$ cat config.mk
export PLATFORM = sky130hd
export DESIGN_NAME = datapath_sequencer
export DESIGN_NICKNAME = d
export VERILOG_FILES = /design/src/rtl/datapath_sequencer_pkg.sv /design/src/rtl/datapath_sequencer_seq_decode.sv /design/src/rtl/datapath_sequencer.sv
export SDC_FILE = /design/constraint.sdc
export NUM_CORES = 1
export LEC_CHECK = 0
export ABC_AREA = 1
export CAP_MARGIN = 25
export CORE_MARGIN = 5
export CORE_UTILIZATION = 40
export DETAILED_ROUTE_END_ITERATION = 8
export GPL_TIMING_DRIVEN = 0
export PLACE_DENSITY_LB_ADDON = 0.2
export REMOVE_ABC_BUFFERS = 1
export SKIP_CTS_REPAIR_TIMING = 1
export SYNTH_ARGS = -nofsm -noshare
export SYNTH_HDL_FRONTEND = slang
export SYNTH_SLANG_ARGS = --single-unit
$ cat constraint.sdc
create_clock -name clk -period 1.8 [get_ports clk]
set_input_delay 0.36 -clock clk [delete_from_list [all_inputs] [get_ports clk]]
set_output_delay 0.36 -clock clk [all_outputs]
set_load 0.03 [all_outputs]
$ cat src/rtl/datapath_sequencer_pkg.sv
`default_nettype none
// ============================================================================
// Module      : datapath_sequencer_pkg
// Description : Opcodes, FSM state codes and datapath select encodings shared
//               by the sequencer and the 8-bit register/ALU datapath.
// Revision    : 1.0 - initial release
// ============================================================================
package datapath_sequencer_pkg;

    typedef enum logic [2:0] {
        c_OP_LDI = 3'b000,
        c_OP_MOV = 3'b001,
        c_OP_XOR = 3'b010,
        c_OP_AND = 3'b011,
        c_OP_SHL = 3'b100,
        c_OP_XSH = 3'b101
    } opcode_e;

    localparam logic [2:0] c_ST_IDLE  = 3'd0;
    localparam logic [2:0] c_ST_SETUP = 3'd1;
    localparam logic [2:0] c_ST_LATCH = 3'd2;
    localparam logic [2:0] c_ST_WRITE = 3'd3;
    localparam logic [2:0] c_ST_ERR   = 3'd4;

    localparam logic [1:0] c_SR_IN  = 2'b00;
    localparam logic [1:0] c_SR_ALU = 2'b01;
    localparam logic [1:0] c_SR_TMP = 2'b10;

    localparam logic [2:0] c_TSEL_ALU = 3'b000;
    localparam logic [2:0] c_TSEL_R0  = 3'b001;
    localparam logic [2:0] c_TSEL_BIN = 3'b010;

    localparam logic [2:0] c_BSEL_R1 = 3'b000;
    localparam logic [2:0] c_BSEL_R2 = 3'b001;
    localparam logic [2:0] c_BSEL_R3 = 3'b010;

    localparam logic [1:0] c_ALU_XOR  = 2'b00;
    localparam logic [1:0] c_ALU_AND  = 2'b01;
    localparam logic [1:0] c_ALU_SHL  = 2'b10;
    localparam logic [1:0] c_ALU_PASS = 2'b11;

    // Every opcode except LDI reads a source register through Bin.
    function automatic logic op_uses_rs(input logic [2:0] op);
        return (op != c_OP_LDI);
    endfunction

endpackage
`default_nettype wire

$ cat src/rtl/datapath_sequencer_seq_decode.sv
`default_nettype none
// ============================================================================
// Module      : seq_decode
// Description : Combinational opcode decode: phase count, per-phase tmp/ALU
//               selects, write-phase sr/aluop and illegal-opcode flag.
// Revision    : 1.0 - initial release
// ============================================================================
module seq_decode
    import datapath_sequencer_pkg::*;
(
    input  logic [2:0] i_op,
    input  logic       i_phase,
    output logic [1:0] o_num_phases,
    output logic [2:0] o_ph_tsel,
    output logic [1:0] o_ph_aluop,
    output logic [1:0] o_wr_sr,
    output logic [1:0] o_wr_aluop,
    output logic       o_illegal
);

    always_comb begin
        o_num_phases = 2'd0;
        o_ph_tsel    = c_TSEL_ALU;
        o_ph_aluop   = c_ALU_XOR;
        o_wr_sr      = c_SR_ALU;
        o_wr_aluop   = c_ALU_XOR;
        o_illegal    = 1'b0;
        case (i_op)
            c_OP_LDI: o_wr_sr = c_SR_IN;
            c_OP_MOV: o_wr_aluop = c_ALU_PASS;
            c_OP_XOR: begin
                o_num_phases = 2'd1;
                o_ph_tsel    = c_TSEL_R0;
            end
            c_OP_AND: begin
                o_num_phases = 2'd1;
                o_ph_tsel    = c_TSEL_R0;
                o_wr_aluop   = c_ALU_AND;
            end
            c_OP_SHL: begin
                o_num_phases = 2'd1;
                o_ph_tsel    = c_TSEL_BIN;
                o_wr_aluop   = c_ALU_SHL;
            end
            c_OP_XSH: begin
                // Phase 0 loads R0 into tmp, phase 1 folds in Rs via the ALU.
                o_num_phases = 2'd2;
                o_ph_tsel    = i_phase ? c_TSEL_ALU : c_TSEL_R0;
                o_ph_aluop   = c_ALU_XOR;
                o_wr_aluop   = c_ALU_SHL;
            end
            default: o_illegal = 1'b1;
        endcase
    end

endmodule
`default_nettype wire

$ cat src/rtl/datapath_sequencer.sv
`default_nettype none
// ============================================================================
// Module      : datapath_sequencer
// Description : Accepts one instruction per valid/ready handshake and drives
//               the register/ALU datapath strobes phase by phase (Moore).
// Revision    : 1.0 - initial release
// ============================================================================
module datapath_sequencer
    import datapath_sequencer_pkg::*;
#(
    parameter int LT_SETUP = 1
) (
    input  logic       clk,
    input  logic       rst_n,
    input  logic       instr_valid,
    output logic       instr_ready,
    input  logic [2:0] instr_op,
    input  logic [1:0] instr_rd,
    input  logic [1:0] instr_rs,
    input  logic [7:0] instr_imm,
    output logic [7:0] dp_in,
    output logic [1:0] dp_sr,
    output logic [1:0] dp_Rn,
    output logic       dp_w,
    output logic [1:0] dp_aluop,
    output logic       dp_lt,
    output logic [2:0] dp_tsel,
    output logic [2:0] dp_bsel,
    output logic       done,
    output logic       err
);

    localparam logic [1:0] c_CNT_LOAD = 2'(LT_SETUP - 1);

    logic [2:0] r_state;
    logic [2:0] w_state_nxt;
    logic [2:0] r_op;
    logic [1:0] r_rd;
    logic [1:0] r_rs;
    logic [7:0] r_imm;
    logic       r_phase;
    logic [1:0] r_cnt;
    logic [1:0] r_sr;
    logic [1:0] r_rn;

    logic [2:0] w_dec_op;
    logic       w_dec_phase;
    logic [1:0] w_num_phases;
    logic [2:0] w_ph_tsel;
    logic [1:0] w_ph_aluop;
    logic [1:0] w_wr_sr;
    logic [1:0] w_wr_aluop;
    logic       w_illegal;
    logic       w_in_phase;

    // In IDLE the decoder looks at the offered opcode to pick the first state.
    assign w_dec_op    = (r_state == c_ST_IDLE) ? instr_op : r_op;
    assign w_dec_phase = (r_state == c_ST_IDLE) ? 1'b0 : r_phase;

    seq_decode u_seq_decode (
        .i_op         (w_dec_op),
        .i_phase      (w_dec_phase),
        .o_num_phases (w_num_phases),
        .o_ph_tsel    (w_ph_tsel),
        .o_ph_aluop   (w_ph_aluop),
        .o_wr_sr      (w_wr_sr),
        .o_wr_aluop   (w_wr_aluop),
        .o_illegal    (w_illegal)
    );

    always_ff @(posedge clk or negedge rst_n) begin
        if (!rst_n) r_state <= c_ST_IDLE;
        else        r_state <= w_state_nxt;
    end

    always_comb begin
        w_state_nxt = r_state;
        case (r_state)
            c_ST_IDLE: begin
                if (instr_valid) begin
                    if (w_illegal || (op_uses_rs(instr_op) && (instr_rs == 2'd0)))
                        w_state_nxt = c_ST_ERR;
                    else if (w_num_phases == 2'd0)
                        w_state_nxt = c_ST_WRITE;
                    else
                        w_state_nxt = c_ST_SETUP;
                end
            end
            c_ST_SETUP: if (r_cnt == 2'd0) w_state_nxt = c_ST_LATCH;
            c_ST_LATCH: begin
                if (({1'b0, r_phase} + 2'd1) < w_num_phases) w_state_nxt = c_ST_SETUP;
                else                                        w_state_nxt = c_ST_WRITE;
            end
            c_ST_WRITE: w_state_nxt = c_ST_IDLE;
            c_ST_ERR:   w_state_nxt = c_ST_IDLE;
            default:    w_state_nxt = c_ST_IDLE;
        endcase
    end

    always_ff @(posedge clk or negedge rst_n) begin
        if (!rst_n) begin
            r_op    <= 3'd0;
            r_rd    <= 2'd0;
            r_rs    <= 2'd0;
            r_imm   <= 8'd0;
            r_phase <= 1'b0;
            r_cnt   <= 2'd0;
            r_sr    <= c_SR_IN;
            r_rn    <= 2'd0;
        end else begin
            if ((r_state == c_ST_IDLE) && instr_valid) begin
                r_op    <= instr_op;
                r_rd    <= instr_rd;
                r_rs    <= instr_rs;
                r_imm   <= instr_imm;
                r_phase <= 1'b0;
                r_cnt   <= c_CNT_LOAD;
            end
            if ((r_state == c_ST_SETUP) && (r_cnt != 2'd0))
                r_cnt <= r_cnt - 2'd1;
            if ((r_state == c_ST_LATCH) && (w_state_nxt == c_ST_SETUP)) begin
                r_phase <= r_phase + 1'b1;
                r_cnt   <= c_CNT_LOAD;
            end
            // sr and Rn are captured on entry to WRITE and held afterwards.
            if ((w_state_nxt == c_ST_WRITE) && (r_state != c_ST_WRITE)) begin
                r_sr <= w_wr_sr;
                r_rn <= (r_state == c_ST_IDLE) ? instr_rd : r_rd;
            end
        end
    end

    assign w_in_phase  = (r_state == c_ST_SETUP) || (r_state == c_ST_LATCH);

    assign instr_ready = (r_state == c_ST_IDLE);
    assign dp_in       = r_imm;
    assign dp_sr       = r_sr;
    assign dp_Rn       = r_rn;
    assign dp_w        = (r_state == c_ST_WRITE);
    assign dp_lt       = (r_state == c_ST_LATCH);
    assign done        = (r_state == c_ST_WRITE);
    assign err         = (r_state == c_ST_ERR);
    assign dp_tsel     = w_in_phase ? w_ph_tsel : c_TSEL_ALU;
    assign dp_aluop    = w_in_phase ? w_ph_aluop :
                         (r_state == c_ST_WRITE) ? w_wr_aluop : c_ALU_XOR;

    always_comb begin
        case (r_rs)
            2'd2:    dp_bsel = c_BSEL_R2;
            2'd3:    dp_bsel = c_BSEL_R3;
            default: dp_bsel = c_BSEL_R1;
        endcase
    end

endmodule
`default_nettype wire
# [Yosys cells after proc, flatten, opt, wreduce, memory -nomap -nowiden]
# Cells that the tools add are included.
[op_classes] n_mul=0 bitwise_logic=0 n_reduce_logical=20 n_eq_ne=14 muxes=24 addsub=3 n_shift=0 magnitude_cmp=1 div_mod_pow=0
[ops] op="$pmux W3 S3" n=2
[ops] op="$mux W2" n=8
[ops] op="$eq A3 B2 Y1 const B" n=5
[ops] op="$mux W3" n=5
[ops] op="$eq A3 B1 Y1 const B" n=3
[ops] op="$eq A3 B3 Y1 const B" n=3
[ops] op="$pmux W2 S2" n=2
[ops] op="$logic_not A2 Y1" n=3
[ops] op="$logic_not A3 Y1" n=2
[ops] op="$mux W1" n=6
[ops] op="$pmux W2 S3" n=1
[ops] op="$reduce_bool A3 Y1" n=2
[ops] op="$reduce_or A6 Y1" n=1
[ops] op="$logic_and A1 B1 Y1" n=5
[ops] op="$eq A2 B2 Y1 const B" n=2
[ops] op="$reduce_bool A2 Y1" n=2
[ops] op="$reduce_or A2 Y1" n=2
[ops] op="$ne A3 B2 Y1 const B" n=1
[ops] op="$reduce_or A3 Y1" n=1
[ops] op="$add A1 B1 Y2 const B" n=1
[ops] op="$logic_or A1 B1 Y1" n=2
[ops] op="$lt A2 B2 Y1" n=1
[ops] op="$sub A2 B1 Y2 const B" n=1
[ops] op="$add A1 B1 Y1 const B" n=1
[totals] rom_bits=0 ram_bits=0 memories=0 input_bits=18 out_inout_bits=25 register_bits=25 wordCells=71 latchBits=0

# [Depth between registers and ports, before layout]
[depth] depth_word=13 ltp_mapped=15 mapped_depth_nobuf=15

# [Cells and area by module]
# From an unflattened synthesis, not the netlist that was laid out.
[hier_totals] cells_unflattened=173 hier_area_um2=1428.9
[by_module_without_submodules] module="datapath_sequencer" cells_per_inst=151 area_per_inst_um2=1321.3 seq_area_each_um2=625.6 instances=1
[by_module_without_submodules] module="seq_decode" cells_per_inst=22 area_per_inst_um2=107.6 seq_area_each_um2=0.0 instances=1

# [Worst setup path before layout]
# OpenSTA, ideal clock, no wires.
[synth_path] path_type="register to output" from="register r_state[0]" to="output port dp_aluop[1]" stages_incl_launch_ff=5 t_required_ns=1.440 path_buffers=0 t_arrival_ns=2.160 path_slack_ns=-0.720 cell_sequence="dfrtp_1 > inv_1 > nor3_1 > inv_1 > a211oi_1"
[synth_via] word_cells_on_any_way=14 classes_between="eq/ne: 7; mux: 4; reduce/logical: 3"
[synth_rtl] item="start: declaration" line="datapath_sequencer.sv:35" text="logic [2:0] r_state;"
[synth_rtl] item="start signal: assignment" line="datapath_sequencer.sv:72" text="if (!rst_n) r_state <= c_ST_IDLE;"
[synth_rtl] item="start signal: assignment" line="datapath_sequencer.sv:73" text="else r_state <= w_state_nxt;"
[synth_rtl] item="$eq A3 B2 Y1"
[synth_rtl] item="net done" line="datapath_sequencer.sv:29" text="output logic done,"
[synth_rtl] item="$mux W2" line="datapath_sequencer.sv:145" text="(r_state == c_ST_WRITE) ? w_wr_aluop : c_ALU_XOR;"
[synth_rtl] item="$mux W2" line="datapath_sequencer.sv:144" text="assign dp_aluop = w_in_phase ? w_ph_aluop :"
[synth_rtl] item="end: declaration" line="datapath_sequencer.sv:25" text="output logic [1:0] dp_aluop,"
# The timed path passes the listed nets, and every way through them passes these cells.

# [Final worst setup path]
[layout_path] from="register r_state[0]" to="output port dp_tsel[0]"
[layout_via] elab_chain_len=6 word_cells_on_any_way=14 classes_between="eq/ne: 6; mux: 5; reduce/logical: 3"
[layout_lines] item="$logic_not A3 Y1" line="datapath_sequencer.sv:57, datapath_sequencer.sv:58"
[layout_lines] item="$mux W3" line="datapath_sequencer.sv:57" text="assign w_dec_op = (r_state == c_ST_IDLE) ? instr_op : r_op;"
[layout_lines] item="$eq A3 B2 Y1" line="datapath_sequencer_seq_decode.sv:28" text="case (i_op)"
[layout_lines] item="$reduce_or A2 Y1 (no line)"
[layout_lines] item="$pmux W3 S3" line="datapath_sequencer_seq_decode.sv:28"
[layout_lines] item="$mux W3 *" line="datapath_sequencer.sv:143" text="assign dp_tsel = w_in_phase ? w_ph_tsel : c_TSEL_ALU;"
[layout_lines] item="end: declaration" line="datapath_sequencer.sv:27" text="output logic [2:0] dp_tsel,"
# Mark *: on every way between the ends. The rest lies on a longest branch, timed or not.

==> flow_metrics.env <==
export IMPL_cellInternalPower_mw=1.71
export IMPL_finish_net_count=237
export IMPL_cts_buffers_inserted=3
export IMPL_timing_final_ws_setup_ns=-0.327
export IMPL_grt_pass1_vias=1157
export IMPL_p_sw_mw=1.66
export IMPL_slowest_delay_ns=0.48
export IMPL_rows=20
export IMPL_combPwrFrac=0.635
export IMPL_hold_path_class="in -> async"
export IMPL_synth_warnings=0
export IMPL_antennaDiodeCount=0
export IMPL_post_route_drc_count=0
export IMPL_routability_congestion_estimate=0.837
export IMPL_grt_usage=0.140
export IMPL_violations="negative setup slack"
export IMPL_critPathBufInv=2
export IMPL_path_depth=8
export IMPL_area_delta_synth_final_pct=43.1
export IMPL_critical_path_top_delay_family="simple AND/OR/NAND/NOR gates"
export IMPL_portBuffers=39
export IMPL_drive_above_1_share=0.204
export IMPL_cts_root_buf="sky130_fd_sc_hd__clkbuf_4"
export IMPL_initial_core_util=0.416
export IMPL_outcome="complete, but fails checks"
export IMPL_crit_path_end_kind="output port"
export IMPL_detailedPlacementHpwl_mm=2.14
export IMPL_crit_path_max_fanout=5
export IMPL_rr_endpoint="r_cnt[0]"
export IMPL_die_width_um=66.4
export IMPL_grt_overflow=0
export IMPL_ir_worst_vdd_mv=1.05
export IMPL_syn_cell_area_mm2=0.00127
export IMPL_cts_max_path_buffers=2
export IMPL_critical_path_class="reg -> out"
export IMPL_reg2reg_depth=8
export IMPL_total_leakage_power_nw=0.961
export IMPL_crit_path_end="dp_tsel[0]"
export IMPL_first_pass_iters=4
export IMPL_final_core_utilization=0.596
export IMPL_detail_route_wl_per_cell_um=11.4
export IMPL_cp_data_required_time_ns=1.44
export IMPL_seq_power_share=0.281
export IMPL_clk_transition_reported_paths_ns=0.13
export IMPL_cts_max_level=1
export IMPL_io_pins=43
export IMPL_rsz0062_at_grt="true"
export IMPL_detailroute_via_count=1163
export IMPL_total_power_mw=3.37
export IMPL_synth_avg_cell_area_um2=7.52
export IMPL_die_y_um=66.4
export IMPL_clock_skew_ns=0.00177
export IMPL_synth_ff_latch_count=24
export IMPL_tritoncts="yes"
export IMPL_postSynthCellCount=169
export IMPL_grt_antenna_before_repair=0
export IMPL_crit_arrival_ns=1.77
export IMPL_pwr_share_clk=0.084
export IMPL_crit_path_cell_trace="nor2_4 > nand3_2 > nand2_2 > inv_4 > nor2_2 > o211ai_1 > a21oi_1 > buf_4"
export IMPL_insertion_delay_ns=0.31
export IMPL_worst_setup_slack_for_register_to_register_paths_ns=-0.22
export IMPL_setup_worst_path_start="r_state[0]"
export IMPL_numClockSinks=24
export IMPL_grt_max_degree=25
export IMPL_vias_per_cell=4.47
export IMPL_worst_slew_pin_transition_ns=0.648
export IMPL_drt_antenna_violating_nets=0
export IMPL_max_clock_freq_ghz=0.470
export IMPL_relSlewSlack=0.568
export IMPL_core_area_mm2=0.00305
export IMPL_critical_path_slowest_cell="sky130_fd_sc_hd__dfrtp_2"
export IMPL_yosys_cell_types_count=22
export IMPL_timing_final_max_slew_violations=0
export IMPL_power_density_mw_per_mm2=1850
export IMPL_yosysSeqAreaShare=0.472
export IMPL_critical_path_reg2reg_startpoint="r_state[0]"
export IMPL_grt_first_pass_wirelength_mm=4.75
export IMPL_wl_mm=2.96
export IMPL_report_final_setup_viol=23
export IMPL_layout_worst_path_cycle_share=1.18
export IMPL_power_share_switching=0.492
export IMPL_maxCapViolations=0
export IMPL_die_area_mm2=0.00441
export IMPL_final_min_clock_period_ns=2.13
export IMPL_drt_iter0_markers=51
export IMPL_critPathLaunchType="flop"
export IMPL_timing_final_hold_violations=0
==> stage by stage <==
| step | cell area [um2] | setup slack, ns | setup TNS [ns] | cells | hold slack [ns] |
|---|---|---|---|---|---|
| after floorplan | 1240 | -1.30 | -4.82 | 165 | 0.0644 |
| after global placement | 1690 | -0.715 | -7.29 | 248 | 0.454 |
| after detailed placement | 1690 | -0.752 | -8.06 | 248 | 0.458 |
| after CTS | 1720 | -0.868 | -7.63 | 252 | 0.491 |
| after global routing | 1820 | -0.493 | -6.96 | 260 | 0.266 |
| final | 1820 | -0.327 | -2.79 | 260 | 0.287 |
==> cell families (layout without fill, tap and decap cells) <==
family | after synthesis | after routing | share of synthesized area
other cells | 1 | 3 | 0.00295
fa+ha+maj | 2 | 2 | 0.0197
flops | 24 | 24 | 0.472
buf+inv | 35 | 80 | 0.117
compound gates | 15 | 15 | 0.0650
simple gates | 92 | 92 | 0.323
==> registers in the layout, summed over array words and instances (netlist names) <==
name / flops
dp_Rn: 2
r_state: 3
r_rd: 2
dp_sr: 1
r_op: 3
r_rs: 2
dp_in: 8
r_phase: 1
r_cnt: 2
==> worst min-delay path by stage <==
stage | from | endpoint | slack [ns] | depth (start not counted)
finish | rst_n | r_rd[0] | 0.29 | 1
global route | rst_n | r_rd[0] | 0.27 | 1
CTS | dp_in[3] | dp_in[3] | 0.49 | 2
detailed placement | dp_in[3] | dp_in[3] | 0.46 | 2
global placement | dp_in[2] | dp_in[2] | 0.45 | 2
floorplan | rst_n | dp_Rn[0] | 0.06 | 0
==> area by class of cell <==
class | count | area [um2]
Clock buffer | 4 | 36.3
Fill cell | 296 | 1230
Inverter | 29 | 111
Multi-Input combinational cell | 112 | 563
Sequential cell | 24 | 602
Tap cell | 44 | 55.1
Timing Repair Buffer | 47 | 452
==> layer usage <==
metal  GRT usage  routed length [um]  vias to the layer above
li1            -                   -                      608
met1       0.157                1280                      513
met2       0.250                1410                       35
met3      0.0374                 205                        7
met4      0.0533                  63                        0
met5           0                   0                        -
==> Yosys cell counts (all sizes together) <==
cell / n / area share
a21boi: 1 / 0.0059
nor2: 8 / 0.031
ha: 2 / 0.020
a21oi: 1 / 0.0039
nor3: 5 / 0.020
nand3: 13 / 0.051
clkbuf: 2 / 0.0059
buf: 4 / 0.024
nand4: 2 / 0.0098
nand2: 64 / 0.21
dfrtp: 24 / 0.47
o211ai: 1 / 0.0059
inv: 29 / 0.088
a211oi: 1 / 0.0059
o21ai: 11 / 0.043
conb: 1 / 0.0029
==> power groups by stage <==
stage	clock network, mW	registers (mW)	logic [mW]
3_5_place_dp	0	0.954	1.99
3_3_place_gp	0	0.939	1.95
2_1_floorplan	0	1.16	1.10
4_1_cts	0.301	0.944	2.00
5_1_grt	0.328	0.985	2.36
6_report	0.283	0.949	2.14
==> layout by cell type (no fill, tap or decap), drive strengths merged, types with 2 or more instances in the layout <==
| cell | n |
|---|---|
| nand2 | 64 |
| inv | 29 |
| clkdlybuf4s50 | 27 |
| nor3 | 5 |
| buf | 15 |
| dlymetal6s2s | 3 |
| dfrtp | 24 |
| ha | 2 |
| conb | 3 |
| nor2 | 8 |
| nand3 | 13 |
| nand4 | 2 |
| o21ai | 11 |
| clkbuf | 6 |
Power figures use the tool's default switching activity.
